## config.mk

```make
export PLATFORM = sky130hd
export DESIGN_NAME = plic_irq_cond
export DESIGN_NICKNAME = d
export VERILOG_FILES = /design/src/rtl/plic_irq_cond_pkg.sv /design/src/rtl/plic_irq_filter.sv /design/src/rtl/plic_irq_cond.sv
export SDC_FILE = /design/constraint.sdc
export NUM_CORES = 1
export LEC_CHECK = 0
export BUFFER_PORTS_ARGS = -buffer_cell sky130_fd_sc_hd__buf_2
export CAP_MARGIN = 25
export CORE_ASPECT_RATIO = 0.7
export CORE_MARGIN = 4
export CORE_UTILIZATION = 60
export CTS_CLUSTER_DIAMETER = 100
export DETAILED_ROUTE_END_ITERATION = 10
export MAX_ROUTING_LAYER = met4
export PLACE_DENSITY = 0.9
export SLEW_MARGIN = 0
export SYNTH_ARGS = -nofsm -noshare
export SYNTH_HDL_FRONTEND = slang
export SYNTH_HIERARCHICAL = 1
export SYNTH_SLANG_ARGS = --single-unit
export TNS_END_PERCENT = 50
```

## constraint.sdc

```tcl
create_clock -name clk_i -period 5.2 [get_ports clk_i]
set_input_delay 0.52 -clock clk_i [delete_from_list [all_inputs] [get_ports clk_i]]
set_output_delay 0.52 -clock clk_i [all_outputs]
set_load 0.05 [all_outputs]
```

## src/rtl/plic_irq_cond_pkg.sv

```systemverilog
// Shared PLIC constants: default interrupt conditioner dimensions.
package plic_irq_cond_pkg;

  localparam int unsigned SYNC_STAGES_DEF = 2;
  localparam int unsigned FILT_W_DEF      = 4;

endpackage

```

## src/rtl/plic_irq_filter.sv

```systemverilog
// Per-source glitch filter: commits a new level after L stable cycles, 1 cycle when off.
// No handshake; a rejected pulse sets a sticky flag that a concurrent clear cannot erase.
import plic_irq_cond_pkg::*;

module plic_irq_filter #(
  parameter int unsigned FILT_W = FILT_W_DEF
) (
  input  logic              clk,
  input  logic              rst_n,
  input  logic              sample,
  input  logic              filt_en,
  input  logic [FILT_W-1:0] filt_len,
  input  logic              glitch_clr,
  output logic              level,
  output logic              glitch
);

  logic              out_q;
  logic [FILT_W-1:0] cnt_q;
  logic              glitch_q;
  logic [FILT_W-1:0] lim;
  logic              glitch_set;

  // lim is L-1; a zero length degenerates to pass-through like a disabled filter.
  always_comb begin
    lim = '0;
    if (filt_en && (filt_len != '0)) begin
      lim = filt_len - 1'b1;
    end
  end

  assign glitch_set = (sample == out_q) && (cnt_q != '0);

  always_ff @(posedge clk) begin
    if (!rst_n) begin
      out_q    <= 1'b0;
      cnt_q    <= '0;
      glitch_q <= 1'b0;
    end else begin
      if (sample == out_q) begin
        cnt_q <= '0;
      end else if (cnt_q >= lim) begin
        out_q <= sample;
        cnt_q <= '0;
      end else begin
        cnt_q <= cnt_q + 1'b1;
      end
      glitch_q <= glitch_set | (glitch_q & ~glitch_clr);
    end
  end

  assign level  = out_q;
  assign glitch = glitch_q;

endmodule

```

## src/rtl/plic_irq_cond.sv

```systemverilog
// Interrupt conditioner ahead of the PLIC: sync chain, polarity, per-source filter.
// Latency SYNC_STAGES+max(L,1) cycles; no backpressure, outputs are registered levels.
import plic_irq_cond_pkg::*;

module plic_irq_cond #(
  parameter int unsigned N_SOURCE    = 30,
  parameter int unsigned SYNC_STAGES = SYNC_STAGES_DEF,
  parameter int unsigned FILT_W      = FILT_W_DEF
) (
  input  logic                clk_i,
  input  logic                rst_ni,
  input  logic [N_SOURCE-1:0] irq_raw_i,
  input  logic [N_SOURCE-1:0] inv_i,
  input  logic [N_SOURCE-1:0] filt_en_i,
  input  logic [FILT_W-1:0]   filt_len_i,
  input  logic [N_SOURCE-1:0] glitch_clr_i,
  output logic [N_SOURCE-1:0] irq_sources_o,
  output logic [N_SOURCE-1:0] glitch_o
);

  // Kept as one vector chain so the whole synchronizer can be constrained as a group.
  logic [SYNC_STAGES-1:0][N_SOURCE-1:0] sync_q;
  logic [N_SOURCE-1:0]                  sample;

  always_ff @(posedge clk_i) begin
    if (!rst_ni) begin
      sync_q <= '0;
    end else begin
      sync_q[0] <= irq_raw_i;
      for (int k = 1; k < int'(SYNC_STAGES); k++) begin
        sync_q[k] <= sync_q[k-1];
      end
    end
  end

  // Polarity is applied after synchronization, so an inv_i change is filtered too.
  assign sample = sync_q[SYNC_STAGES-1] ^ inv_i;

  for (genvar i = 0; i < int'(N_SOURCE); i++) begin : g_src
    plic_irq_filter #(
      .FILT_W(FILT_W)
    ) u_filter (
      .clk       (clk_i),
      .rst_n     (rst_ni),
      .sample    (sample[i]),
      .filt_en   (filt_en_i[i]),
      .filt_len  (filt_len_i),
      .glitch_clr(glitch_clr_i[i]),
      .level     (irq_sources_o[i]),
      .glitch    (glitch_o[i])
    );
  end

endmodule

```

Word level (Yosys, flattened, before mapping)

Cells that the tools add are included.

Register bits: 240
Bits in latches: 0
RAM bits: 0
Memory bits (read-only): 0
Input bits: 126
Output and inout port bits: 60
Logic and storage cells: 486
Memories kept: 0

Add/subtract/negate cells: 31
$mul: 0
Divide/modulo/power cells: 0
$lt $le $gt $ge: 30
Equal/unequal tests: 30
Shift operators: 0
Mux-type cells: 30
Bitwise operators: 122
Reductions and logical operators: 151

Operator list:

| cell                                                                | number |
|---|---|
| 4-bit nonzero test                                                  | 31 |
| 4-bit by 1-bit adder with 4-bit output (second input constant)      | 30 |
| 4-bit greater-or-equal comparator                                   | 30 |
| 4-bit two-way mux                                                   | 30 |
| 3-bit OR reduction                                                  | 30 |
| 1-bit inverter                                                      | 61 |
| 1-bit logical AND                                                   | 60 |
| 2-bit AND reduction                                                 | 30 |
| 1-bit bitwise AND                                                   | 30 |
| 1-bit == test                                                       | 30 |
| 1-bit bitwise OR                                                    | 30 |
| 30-bit bitwise XOR                                                  | 1 |
| 4-bit by 1-bit subtractor with 4-bit output (second input constant) | 1 |

Depth between registers and ports, before layout

Gate-level depths: netlist (run 1).

Depth in word-level cells: 5
Depth in mapped cells: 11
Gate-level depth less buffers: 11

Modules after synthesis

The synthesis (run 1) kept the hierarchy.

By module, submodules not included:

| module                                  | instances | cells an instance | area each (µm²) | sequential area each (µm²) |
|---|---|---|---|---|
| plic_irq_filter (g_src[0].u_filter ...) | 29        | 50                | 452.9           | 120.1 |
| plic_irq_cond                           | 1         | 156               | 1929.4          | 1201.2 |
| plic_irq_filter (g_src[9].u_filter)     | 1         | 50                | 454.2           | 120.1 |

Worst setup path before layout (run 1)

No wires, ideal clock.

Path type: input-to-reg
Start: input port filt_len_i[0]
End: register g_src[9].u_filter.cnt_q[2]
Setup time: 0.064 ns
Arrival time: 2.091 ns
Data required time: 5.136 ns
Setup slack: 3.044 ns
Cell stages on the path: 10
Buffers on the path: 0
Path through: inv_1 > ha_1 > inv_1 > o31ai_1 > nor2_1 > ha_1 > nand2b_4 > a2111oi_4 > o211ai_2 > nor2_1

Cells in the longest elaborated chain, start to end: 5
Elaborated cells between the ends (all ways): 6
Those cells by class: add/sub (1); order compare (1); mux (1); reduce/logical (3)

Ends and longest elaborated chain:

| element                                                                             | line                  | source |
|---|---|---|
| start: declaration                                                                  | plic_irq_cond.sv:15   | `input logic [FILT_W-1:0] filt_len_i,` |
| branches (longest 2 deep; another with 4-bit by 1-bit subtractor with 4-bit output) | --                    |  |
| 4-bit two-way mux *                                                                 | plic_irq_filter.sv:27 | `if (filt_en && (filt_len != '0)) begin` |
| 4-bit greater-or-equal comparator *                                                 | plic_irq_filter.sv:42 | `end else if (cnt_q >= lim) begin` |
| 3-bit OR reduction (no line) *                                                      | --                    |  |
| end signal: assignment                                                              | plic_irq_filter.sv:46 | `cnt_q <= cnt_q + 1'b1;` |
| end: declaration                                                                    | plic_irq_filter.sv:19 | `logic [FILT_W-1:0] cnt_q;` |

Every way passes the cells marked *.
A chain may end at the register's enable or synchronous reset.

Worst setup path after layout (run 1)

Start: input port filt_len_i[0]
End: register g_src[21].u_filter.cnt_q[2]

Cells in the longest elaborated chain, start to end: 5
Elaborated cells between the ends (all ways): 6
Those cells by class: add/sub (1); order compare (1); mux (1); reduce/logical (3)

Ends and longest elaborated chain:

| element                                                                             | line |
|---|---|
| branches (longest 2 deep; another with 4-bit by 1-bit subtractor with 4-bit output) | -- |
| 4-bit two-way mux *                                                                 | plic_irq_filter.sv:27 |
| 4-bit greater-or-equal comparator *                                                 | plic_irq_filter.sv:42 |
| 3-bit OR reduction (no line) *                                                      | -- |
| end signal: assignment                                                              | plic_irq_filter.sv:46 |
| end: declaration                                                                    | plic_irq_filter.sv:19 |

Marks and branches as above.

==> flow_summary_export.csv, run 1 <==
group,metric,value,unit
global_routing,gr-usage-met1,27.78,%
placed_design,post-dp-hpwl,24180,um
detailed_routing,viasPerCell,5.388,
yosys,ys_top_cells_by_area,"dfxtp_1, ha_1, a2111oi_4, nor2_1, xor2_1",
worst_hold_path,hold_class,"input pin to register",
global_routing,use_met3,4.533,%
power,powerDensity,282.5,mW/mm^2
yosys,yosys_warnings,6,
finish,fillCellCount,1810,
critical_path,cp_max_fo,90,
cts,cts-hold-fix-buffers,0,
cts,clkTransAtPathRegs,0.06,ns
cts,post-cts-setup-buffers,0,
critical_path,worstPathRequired,5.67,ns
detailed_routing,vias,11950,
yosys,mappedNetlistArea,0.01552,mm^2
cts,ctsResizeCount,0,
yosys,syn_nets,2022,
detailed_routing,postRouteAntennaNets,0,
power,ir_worst_vdd,0.0002930,V
die,die_h,142.6,um
timing,maxSlewViolCount,0,
timing,clock_skew,0.008048,ns
detailed_routing,post_drt_wl_per_cell,14.77,um
critical_path,end_kind,"register",
timing,fin_tns_setup,0,ns
yosys,synthCells,1656,
detailed_routing,firstDrtPassIters,5,
cts,cts_tree,"yes",
cts,cts_made_buffers,26,
finish,final_nets,2234,
power,p_leak,8.239,nW
global_routing,grt_usage,23.14,%
power,power,5.021,mW
yosys,synth_ff_type,"dfxtp_1",
cts,cts-root-buf,"clkbuf_16",
yosys,synth_top_cell_area_share,30.96,%
yosys,yosysTopAreaCell,"dfxtp_1",
detailed_routing,drc_errors,0,
die,row_count,48,
run,maxCapViolCount,0,
global_routing,grt_pass1_vias,12110,
global_routing,antenna_found_initial,3,
yosys,synth_edf_count,0,
timing,finalCriticalPeriod,2.812,ns
timing,worstMarginPinSlew,0.9272,ns
timing,final.period_utilization,54.07,%
timing,rsz0062_at_grt,"false",
detailed_routing,wl,32750,um
timing,hold_violations,0,
yosys,ys_seq_elements,240,
yosys,seq_area_frac_synth,30.96,%
placed_design,io_buffers,185,
global_routing,grt_max_degree,91,
finish,syn_to_final_growth,14.52,%
placed_design,gp_congestion,0.8375,
global_routing,grt-ovfl-total,0,
detailed_routing,drtIter0Drc,717,
die,start_util,61.97,%
outcome,status,"complete, no violations",
die,die_area,0.02854,mm^2
global_routing,grt.met2_usage,40.89,%
timing,finalSetupViolations,0,
yosys,netlist_top_cells_count,"dfxtp_1, ha_1, nor2_1, inv_1, nand2_1",
global_routing,grt_pass1_wl,55350,um
cts,cts_num_sinks,240,
finish,drive_gt1_share,21.24,%
yosys,synthArstFlopShare,0,%
die,fp.dieW,200.2,um
yosys,yosysUniqueCellTypes,26,
critical_path,crit_arrival,3.29,ns
cts,cts_max_level,1,
yosys,syn_area_per_cell,9.371,um^2
critical_path,critical_path_class,"input pin to register",
timing,maxSlewHeadroom,38.19,%
cts,clk_path_buf_depth,3,
die,core-area,0.02504,mm^2
timing,fmax,355.6,MHz
die,ioPinCount,186,
cts,clk_latency,0.54,ns
global_routing,gr-max-usage-layer,"met2",
critical_path,critPathLaunchType,"input pin",
[layer usage]
metal	wire (um)	share of wire [%]
met1	14730	45
met3	1705	5.2
met2	15650	48
met5	0	0
met4	662	2.0
[flip-flops by register name, indices dropped and copies added (netlist names)]
name	count
g_src.u_filter/cnt_q	120
sync_q	60
g_src.u_filter/glitch	30
g_src.u_filter/level	30
[stage by stage]
step                      utilization [%]  hold slack [ns]  setup slack, ns  instance area, um^2  std cells
final                               70.96           0.1915            2.388                17770       2217
after global routing                70.95           0.1836            2.190                17770       2216
after CTS                           70.76           0.1631            2.325                17720       2211
after detailed placement            67.35           0.4184            1.761                16870       2163
after global placement              67.35           0.4171            1.910                16870       2163
after floorplan                         -           0.4119            3.044                15520       1656
[worst paths after layout]
kind / end / startpoint / slack, ns / cells after the start
worst max-delay path: g_src[21].u_filter/cnt_q[2] / filt_len_i[0] / 2.39 / 10
worst min-delay path: sync_q[27] / irq_raw_i[27] / 0.19 / 2
worst max register to register: g_src[17].u_filter/cnt_q[3] / g_src[17].u_filter/cnt_q[0] / 3.43 / 6
worst min register to register: sync_q[30] / sync_q[0] / 0.43 / 1
[cells by family (layout without fill, tap and decap cells)]
logic type / after synthesis / count (layout) / share of synthesized area, %
adders and majority gates: 240 / 240 / 19.35
AOI/OAI and AO/OA: 271 / 271 / 16.98
and+or+nand+nor: 598 / 598 / 20.16
xor gates and xnor gates: 120 / 120 / 6.773
muxes: 30 / 30 / 1.935
DFF: 240 / 240 / 30.96
other: 0 / 4 / 0
buffers and inverters: 157 / 389 / 3.846
[cells in the final DEF (no fill, tap or decap), drive strengths merged, types with 6 or more instances in the layout]
cell | synthesis | final
a2111oi | 30 | 30
a21o | 30 | 30
a21oi | 30 | 30
and2 | 60 | 60
buf | 0 | 190
clkbuf | 6 | 37
clkinv | 0 | 6
dfxtp | 240 | 240
ha | 240 | 240
inv | 151 | 152
mux2i | 30 | 30
nand2 | 119 | 119
nand2b | 59 | 59
nand3 | 30 | 30
nor2 | 210 | 210
nor2b | 30 | 30
nor3 | 30 | 30
o211ai | 60 | 60
o21a | 60 | 60
o21ai | 30 | 30
o31ai | 31 | 31
or2 | 30 | 30
or3 | 30 | 30
xnor2 | 30 | 30
xor2 | 90 | 90
[layout make-up]
| class | count | area, um^2 | area share [%] |
|---|---|---|---|
| clock inverters | 11 | 91.34 | 0.5139 |
| clock buffers | 37 | 763.2 | 4.295 |
| flip-flops and latches | 240 | 4805 | 27.03 |
| repair buffers | 190 | 1012 | 5.696 |
| well taps | 325 | 406.6 | 2.288 |
| inverters | 151 | 566.8 | 3.189 |
| multi-input cells | 1259 | 10120 | 56.93 |
| diodes | 4 | 10.01 | 0.05632 |
[report_power, final]
part / total [mW] / leakage (nW) / internal (mW) / switching (mW)
sequential: 2.03 / 1.96 / 1.95 / 0.0829
clock: 1.83 / 0.417 / 1.07 / 0.761
combinational: 1.16 / 5.86 / 0.482 / 0.675
[worst max-delay path, cell delays in order]
cell and delay, ns:
buf_4 0.66, inv_1 0.20, ha_1 0.29, nand2b_1 0.10, o21ai_0 0.10, or2_2 0.30, ha_1 0.32, a2111oi_4 0.39
o211ai_2 0.18, nor2_1 0.15
No activity file was read; power rests on OpenSTA's default activity.
==> run 2, diff against run 1 <==
--- a/config.mk
+++ b/config.mk
@@ -9,11 +9,11 @@
 export CAP_MARGIN = 25
 export CORE_ASPECT_RATIO = 0.7
 export CORE_MARGIN = 4
-export CORE_UTILIZATION = 60
+export CORE_UTILIZATION = 54
 export CTS_CLUSTER_DIAMETER = 100
 export DETAILED_ROUTE_END_ITERATION = 10
 export MAX_ROUTING_LAYER = met4
-export PLACE_DENSITY = 0.9
+export PLACE_DENSITY = 0.86
 export SLEW_MARGIN = 0
 export SYNTH_ARGS = -nofsm -noshare
 export SYNTH_HDL_FRONTEND = slang
==> constraint.sdc (replaced) <==
create_clock -name clk_i -period 2.56 [get_ports clk_i]
set_input_delay 0.256 -clock clk_i [delete_from_list [all_inputs] [get_ports clk_i]]
set_output_delay 0.256 -clock clk_i [all_outputs]
set_load 0.05 [all_outputs]
==> run 2 against run 1 <==
Sequential cell count stayed put; count of clock-buffer cells in the layout decreased by 4; clock power grew 110%; non-clock buffer count grew 42; via count up 1.3%; final area is 3.2% higher; hold slack worse by 0.16 ns; wire length is 3.5% higher.
==> flow_summary_export.csv, run 2 (same netlist as run 1, synthesis figures left out) <==
group,metric,value,unit
die,ioPinCount,186,
die,row_count,51,
power,ir_worst_vdd,0.0005224,V
timing,final.period_utilization,78.72,%
finish,fillCellCount,2163,
global_routing,antenna_found_initial,2,
finish,syn_to_final_growth,18.18,%
global_routing,grt_pass1_wl,56750,um
critical_path,r2r_setup_slack,0.78,ns
finish,final_nets,2276,
finish,drive_gt1_share,21.57,%
outcome,status,"complete, no violations",
critical_path,end_kind,"register",
detailed_routing,wl,33900,um
cts,cts_made_buffers,26,
timing,clock_skew,0.009670,ns
cts,clkTransAtPathRegs,0.06,ns
finish,finalNonFillerCells,2304,
power,power,10.41,mW
power,powerDensity,567.7,mW/mm^2
detailed_routing,drtIter0Drc,475,
placed_design,gp_congestion,0.8258,
cts,cts_tree,"yes",
power,p_leak,8.472,nW
worst_hold_path,hp-start,"glitch_clr_i[25]",
cts,post-cts-setup-buffers,0,
timing,finalCriticalPeriod,2.015,ns
timing,hold_violations,0,
die,die_area,0.03156,mm^2
critical_path,worstPathRequired,3.03,ns
cts,ctsResizeCount,0,
timing,fmax,496.2,MHz
finish,regArea,0.004805,mm^2
timing,finalSetupViolations,0,
timing,maxSlewViolCount,0,
cts,cts_num_sinks,240,
timing,rsz0062_at_grt,"false",
cts,clk_path_buf_depth,3,
critical_path,r2r-start,"g_src[6].u_filter/cnt_q[0]",
die,core-area,0.02808,mm^2
worst_hold_path,hold_depth,3,
placed_design,io_buffers,185,
finish,top_register,"g_src.u_filter/cnt_q",
placed_design,placed_area,0.01714,mm^2
finish,reg_top3,"g_src.u_filter/cnt_q: 120 flops, sync_q: 60 flops",
die,die_h,149.8,um
global_routing,grt_max_degree,63,
global_routing,grt_pass1_vias,12260,
global_routing,grt_usage,21.73,%
critical_path,critical_path_class,"input pin to register",
critical_path,critPathLaunchType,"input pin",
placed_design,post-place-cells,2223,
timing,hold_slack,0.02953,ns
finish,final_cell_mix,"ha_1, dfxtp_1, nor2_1",
critical_path,cp_max_fo,14,
placed_design,post-dp-hpwl,25260,um
detailed_routing,postRouteAntennaNets,0,
global_routing,grt-ovfl-total,0,
timing,fin_tns_setup,0,ns
critical_path,rr_worst_depth,6,
critical_path,crit_arrival,2.49,ns
cts,cts-hold-fix-buffers,30,
die,fp.dieW,210.6,um
run,maxCapViolCount,0,
finish,stdcell_area,0.01834,mm^2
cts,clk_latency,0.54,ns
finish,multi_input_area,0.01012,mm^2
timing,worstMarginPinSlew,0.3820,ns
finish,largest_reg_flops,120,
worst_hold_path,hold_class,"input pin to register",
detailed_routing,viasPerCell,5.253,
die,start_util,55.27,%
critical_path,startpoint,"filt_len_i[0]",
detailed_routing,firstDrtPassIters,5,
cts,cts-root-buf,"clkbuf_16",
detailed_routing,vias,12100,
detailed_routing,drc_errors,0,
cts,cts_max_level,1,
detailed_routing,post_drt_wl_per_cell,14.72,um
timing,maxSlewHeadroom,74.53,%
-- run 2: critical path, stage by stage --
cell       delay [ns]
buf_4            0.15
buf_4            0.20
inv_1            0.08
ha_1             0.21
nand2b_1         0.09
o21ai_0          0.11
or2_2            0.31
ha_1             0.32
a2111oi_4        0.40
o211ai_2         0.19
nor2_1           0.15
-- run 2: worst paths after layout --
path	endpoint
max	g_src[6].u_filter/cnt_q[2]
min	g_src[25].u_filter/glitch
max reg2reg	g_src[6].u_filter/cnt_q[2]
min reg2reg	sync_q[32]
-- run 2: through the flow --
step / worst slack [ns] / utilization [%]
after detailed placement: 0.02611 / 61.06
final: 0.5448 / 65.32
after floorplan: 0.6684 / -
after global routing: 0.4379 / 65.30
after global placement: 0.1660 / 61.06
after CTS: 0.6051 / 65.29
-- run 2: area by class of cell --
class	count	area share (%)
clock buffers	33	4.080
well taps	371	2.531
clock inverters	14	0.7573
inverters	151	3.090
multi-input cells	1259	55.16
flip-flops and latches	240	26.20
diodes	4	0.05458
repair buffers	232	8.125
-- run 2: where the power goes --
group / internal [mW] / leakage (nW) / total, mW / switching, mW
clock network: 2.27 / 0.434 / 3.85 / 1.58
registers: 3.96 / 1.96 / 4.13 / 0.172
logic: 1.04 / 6.08 / 2.43 / 1.40
total: 7.26 / 8.47 / 10.4 / 3.15
-- run 2: per-layer routing --
layer	wire, um	track usage [%]
met2	16300	37.52
met3	1599	4.044
met4	639	4.632
met1	15370	26.76
met5	0	-
